**config.mk**
```make
export PLATFORM = sky130hd
export DESIGN_NAME = spiker_writer
export DESIGN_NICKNAME = d
export VERILOG_FILES = /design/src/rtl/spiker_writer.sv
export SDC_FILE = /design/constraint.sdc
export NUM_CORES = 2
export LEC_CHECK = 0
export BUFFER_PORTS_ARGS = -buffer_cell sky130_fd_sc_hd__buf_4
export CORE_AREA = 2 2 327 329
export DETAILED_ROUTE_END_ITERATION = 10
export DIE_AREA = 0 0 329 331
export MAX_ROUTING_LAYER = met4
export RECOVER_POWER = 50
export SETUP_SLACK_MARGIN = 0.4
export SYNTH_ARGS = -nofsm -noshare
export SYNTH_HDL_FRONTEND = slang
export SYNTH_SLANG_ARGS = --single-unit
```
**constraint.sdc**
```tcl
create_clock -name clk_i -period 7.13 [get_ports clk_i]
set_input_delay 1.7825 -clock clk_i [delete_from_list [all_inputs] [get_ports clk_i]]
set_output_delay 1.7825 -clock clk_i [all_outputs]
set_load 0.02 [all_outputs]
```
**src/rtl/spiker_writer.sv**
```systemverilog
// Captures a spike result vector on a valid/ready handshake and streams it into the
// register file one WIDTH-bit word per cycle, then pulses done and counts the frame.
module spiker_writer #(
  parameter int WIDTH    = 32,
  parameter int N_SPIKES = 784,
  localparam int N_WORDS = (N_SPIKES + WIDTH - 1) / WIDTH,
  localparam int IDX_W   = (N_WORDS > 1) ? $clog2(N_WORDS) : 1
) (
  input  logic                clk_i,
  input  logic                rst_ni,
  input  logic                enable_i,
  input  logic                result_valid_i,
  input  logic [N_SPIKES-1:0] result_i,
  output logic                result_ready_o,
  output logic                wr_en_o,
  output logic [IDX_W-1:0]    wr_idx_o,
  output logic [WIDTH-1:0]    wr_data_o,
  output logic                busy_o,
  output logic                done_o,
  output logic [15:0]         frame_cnt_o
);

  localparam int TOT_W = N_WORDS * WIDTH;
  localparam logic [IDX_W-1:0] LAST_IDX = IDX_W'(N_WORDS - 1);

  localparam logic [1:0] IDLE  = 2'd0;
  localparam logic [1:0] WRITE = 2'd1;
  localparam logic [1:0] DONE  = 2'd2;

  logic [1:0]       state_q, state_d;
  logic [IDX_W-1:0] cnt_q, cnt_d;
  logic [TOT_W-1:0] shadow_q, shadow_d;
  logic             wr_en_q, wr_en_d;
  logic [IDX_W-1:0] wr_idx_q, wr_idx_d;
  logic [WIDTH-1:0] wr_data_q, wr_data_d;
  logic             busy_q, busy_d;
  logic             done_q, done_d;
  logic [15:0]      frame_q, frame_d;

  logic [TOT_W-1:0] result_pad_s;
  logic [IDX_W-1:0] nxt_idx_s;
  int               nxt_off_s;
  logic [WIDTH-1:0] nxt_word_s;

  assign result_ready_o = (state_q == IDLE) & enable_i;

  // Zero-extend the incoming vector to whole words and pick the next word to emit.
  always_comb begin
    result_pad_s                 = '0;
    result_pad_s[N_SPIKES-1:0]   = result_i;
    nxt_idx_s                    = cnt_q + IDX_W'(1);
    nxt_off_s                    = int'(nxt_idx_s) * WIDTH;
    nxt_word_s                   = shadow_q[nxt_off_s +: WIDTH];
  end

  // Next-state logic; write-port outputs are computed one cycle ahead so they leave registered.
  always_comb begin
    state_d   = state_q;
    cnt_d     = cnt_q;
    shadow_d  = shadow_q;
    wr_en_d   = 1'b0;
    wr_idx_d  = '0;
    wr_data_d = '0;
    busy_d    = busy_q;
    done_d    = 1'b0;
    frame_d   = frame_q;
    case (state_q)
      IDLE: begin
        if (result_valid_i && result_ready_o) begin
          state_d   = WRITE;
          cnt_d     = '0;
          shadow_d  = result_pad_s;
          wr_en_d   = 1'b1;
          wr_data_d = result_pad_s[WIDTH-1:0];
          busy_d    = 1'b1;
        end else begin
          busy_d    = 1'b0;
        end
      end
      WRITE: begin
        if (!enable_i) begin
          state_d = IDLE;
          cnt_d   = '0;
          busy_d  = 1'b0;
        end else if (cnt_q == LAST_IDX) begin
          state_d = DONE;
          done_d  = 1'b1;
          frame_d = frame_q + 16'd1;
          busy_d  = 1'b1;
        end else begin
          cnt_d     = nxt_idx_s;
          wr_en_d   = 1'b1;
          wr_idx_d  = nxt_idx_s;
          wr_data_d = nxt_word_s;
          busy_d    = 1'b1;
        end
      end
      DONE: begin
        state_d = IDLE;
        cnt_d   = '0;
        busy_d  = 1'b0;
      end
      default: begin
        state_d = IDLE;
        cnt_d   = '0;
        busy_d  = 1'b0;
      end
    endcase
  end

  // State and output registers.
  always_ff @(posedge clk_i or negedge rst_ni) begin
    if (!rst_ni) begin
      state_q   <= IDLE;
      cnt_q     <= '0;
      shadow_q  <= '0;
      wr_en_q   <= 1'b0;
      wr_idx_q  <= '0;
      wr_data_q <= '0;
      busy_q    <= 1'b0;
      done_q    <= 1'b0;
      frame_q   <= 16'd0;
    end else begin
      state_q   <= state_d;
      cnt_q     <= cnt_d;
      shadow_q  <= shadow_d;
      wr_en_q   <= wr_en_d;
      wr_idx_q  <= wr_idx_d;
      wr_data_q <= wr_data_d;
      busy_q    <= busy_d;
      done_q    <= done_d;
      frame_q   <= frame_d;
    end
  end

  assign wr_en_o     = wr_en_q;
  assign wr_idx_o    = wr_idx_q;
  assign wr_data_o   = wr_data_q;
  assign busy_o      = busy_q;
  assign done_o      = done_q;
  assign frame_cnt_o = frame_q;

endmodule

```
==> flow_metrics.env <==
export IMPL_firstDrtPassIters=5
export IMPL_critPathLaunchType="primary input"
export IMPL_violations="capacitance limit, slew limit"
export IMPL_final_common_cell="nand2_1"
export IMPL_netlist_area_mm2=0.0377
export IMPL_overflow=0
export IMPL_ctsHtreeMaxLevel=3
export IMPL_ys_seq_elements=847
export IMPL_io_pins=845
export IMPL_timing_rr_end="wr_data_o[25]"
export IMPL_min_path_cells=2
export IMPL_drive_gt1_frac=0.255
export IMPL_critical_path_max_stage_delay_ps=1830
export IMPL_first_global_vias=31495
export IMPL_r2r_setup_slack_ps=1960
export IMPL_fill_cells=10246
export IMPL_antenna_found_initial=50
export IMPL_r2r_cells=7
export IMPL_clk_latency_ps=680
export IMPL_powerDensity_mw_per_mm2=309
export IMPL_io_buffers=844
export IMPL_holdPathEnd="shadow_q[127]"
export IMPL_initial_core_util=0.359
export IMPL_synth_edff_count=0
export IMPL_clkSlewWorstSetupHoldPaths_ps=60
export IMPL_setup_tns_ps=0
export IMPL_synthesis_nets=4805
export IMPL_status="finished, violations left"
export IMPL_grt_max_degree=167
export IMPL_cts_resized=0
export IMPL_drt_initial_drc_count=2606
export IMPL_clockRootBuffer="clkbuf_16"
export IMPL_worst_pin_slew_ps=3600
export IMPL_maxCapViolCount=8
export IMPL_critPathRequiredTime_ps=7740
export IMPL_rsz0062_at_grt="no"
export IMPL_die_h_um=331
export IMPL_post_cts_repair_setup_buffers=0
export IMPL_final_cell_mix="nand2_1, buf_4, dfrtp_1, mux4_2, clkbuf_16"
export IMPL_drv_slew=643
export IMPL_place_area_mm2=0.0453
export IMPL_die_area_mm2=0.109
export IMPL_arrival_ps=5970
export IMPL_seq_area_frac_synth=0.563
export IMPL_final_util=0.463
export IMPL_ctsHoldBuffers=0
export IMPL_ys_flop_type="dfrtp_1"
export IMPL_track_usage=0.276
export IMPL_cts_buffers=96
export IMPL_cts_sinks=847
export IMPL_cpMostUsedCell="nand2_1"
export IMPL_design_area_mm2=0.0486
export IMPL_fin_skew_ps=19.6
export IMPL_gp_congestion=0.897
export IMPL_detail_route_antenna_nets=0
export IMPL_grt_pass1_wl_um=210000
export IMPL_cp_end_kind="register"
export IMPL_period_minus_slack_ps=5360
export IMPL_clock_tree_buffer_depth=3
export IMPL_period_share=0.752
export IMPL_wl_per_cell_um=23.5
export IMPL_core_area_mm2=0.105
export IMPL_timing_hold_ws_ps=467
export IMPL_cellLeakagePower_nw=25.4
export IMPL_async_flop_share=1.00
export IMPL_syn_avg_cell_area_um2=9.38
export IMPL_max_slew_margin=-1.40
export IMPL_crit_path_cell_trace="clkbuf_1 -> nand2b_1 -> nor2_1 -> nand2_1 -> clkbuf_2 -> buf_4 -> nand2_1 -> nand2_1"
export IMPL_fp_dieW_um=329
export IMPL_area_growth_pct=29.2
export IMPL_crit_path_top_delay_cell="clkbuf_2"
export IMPL_dp_hpwl_um=109000
export IMPL_drc=0
export IMPL_synthCells=4014
export IMPL_placementRows=119
export IMPL_ir_worst_vdd_mv=0.241
export IMPL_vias=30983
export IMPL_timing_rr_start="cnt_q[0]"
export IMPL_setup_worst_path_class="in2reg"
export IMPL_fmax_mhz=187
export IMPL_layout_nets=5541
export IMPL_tritoncts="done"
export IMPL_ys_types=43
export IMPL_report_power_total_w=0.0150
export IMPL_min_path_type="reg2reg"
export IMPL_hold_viol_final=0
export IMPL_routed_wl_um=147000
export IMPL_viasPerCell=4.94
export IMPL_cp_max_fo=116
export IMPL_worstHoldStart="shadow_q[127]"
export IMPL_setup_viol=0
export IMPL_synth_warnings=0
-- synthesized netlist by cell type (all sizes together) (2+ instances only) --
library cell / instances / area share
inv: 3 / 0.00030
xor2: 11 / 0.0030
a21o: 5 / 0.0010
ha: 3 / 0.0010
mux4: 192 / 0.11
o22a: 16 / 0.0037
nand3: 6 / 0.0011
clkbuf: 185 / 0.018
nor2: 17 / 0.0019
and3: 3 / 0.00050
nand2b: 3 / 0.00050
buf: 58 / 0.0087
nand2: 2525 / 0.25
dfrtp: 847 / 0.56
mux2i: 49 / 0.013
o21ai: 15 / 0.0020
nand4: 18 / 0.0030
nor4: 2 / 0.00073
a21oi: 16 / 0.0021
a211o: 15 / 0.0035
a31oi: 2 / 0.00033
xnor2: 10 / 0.0025
nor3b: 2 / 0.00040
-- state kept, by name (all words and copies together) (netlist names) --
name	count
cnt_q	5
wr_en_o	1
done_o	1
shadow_q	784
frame_cnt_o	16
wr_idx_o	5
state_q	2
wr_data_o	32
busy_o	1
-- worst max path at each step --
stage,start,end,slack [ps],cells past startpoint
4_1_cts,cnt_q[0],wr_data_o[25],2670,7
5_1_grt,rst_ni,shadow_q[286],1230,2
2_1_floorplan,enable_i,result_ready_o,3180,2
3_3_place_gp,cnt_q[0],wr_data_o[25],2760,7
3_5_place_dp,cnt_q[0],wr_data_o[25],2690,7
6_report,enable_i,shadow_q[362],1770,8
-- logic make-up (layout without fill, tap and decap cells) --
family	count (synthesis)	in the layout	share of synthesized area
and+or+nand+nor	2584	2584	0.262
DFF	847	847	0.563
buffers and inverters	246	1059	0.0275
muxes	242	242	0.128
AOI/OAI and AO/OA	71	71	0.0131
xor gates and xnor gates	21	21	0.00548
adders and majority gates	3	3	0.000997
other	0	48	0
-- final cells by class --
| cell class | instances | area [um2] | share of cell area |
|---|---|---|---|
| diodes | 48 | 120 | 0.00247 |
| clock inverters | 34 | 518 | 0.0107 |
| inverters | 3 | 11.3 | 0.000232 |
| repair buffers | 881 | 6770 | 0.139 |
| multi-input cells | 2921 | 15400 | 0.318 |
| flip-flops and latches | 847 | 21200 | 0.436 |
| well taps | 1391 | 1740 | 0.0358 |
| clock buffers | 141 | 2830 | 0.0583 |
-- critical path, delay by kind of cell --
kind                   cells  cell delay, ps
buffers and inverters      3            2840
AND/OR/NAND/NOR            5            1120
-- routing by layer --
metal | up-vias | global-route usage | share of wire
met1 | 15463 | 0.349 | 0.41
met4 | 0 | 0.105 | 0.035
li1 | 14310 | - | -
met2 | 1001 | 0.427 | 0.48
met3 | 209 | 0.0697 | 0.073
met5 | - | - | 0
-- per-stage QoR --
step                      worst slack (ps)  instances
after floorplan                       3180       4014
after global placement                2760       6043
after detailed placement              2690       6043
after CTS                             2670       6218
after global routing                  1230       6261
final                                 1770       6266
-- report_power, final --
| group | switching (W) | internal (W) |
|---|---|---|
| clock network | 0.00212 | 0.00316 |
| registers | 0.000540 | 0.00568 |
| logic | 0.00202 | 0.00148 |
| total | 0.00468 | 0.0103 |
Power figures use the tool's default switching activity.
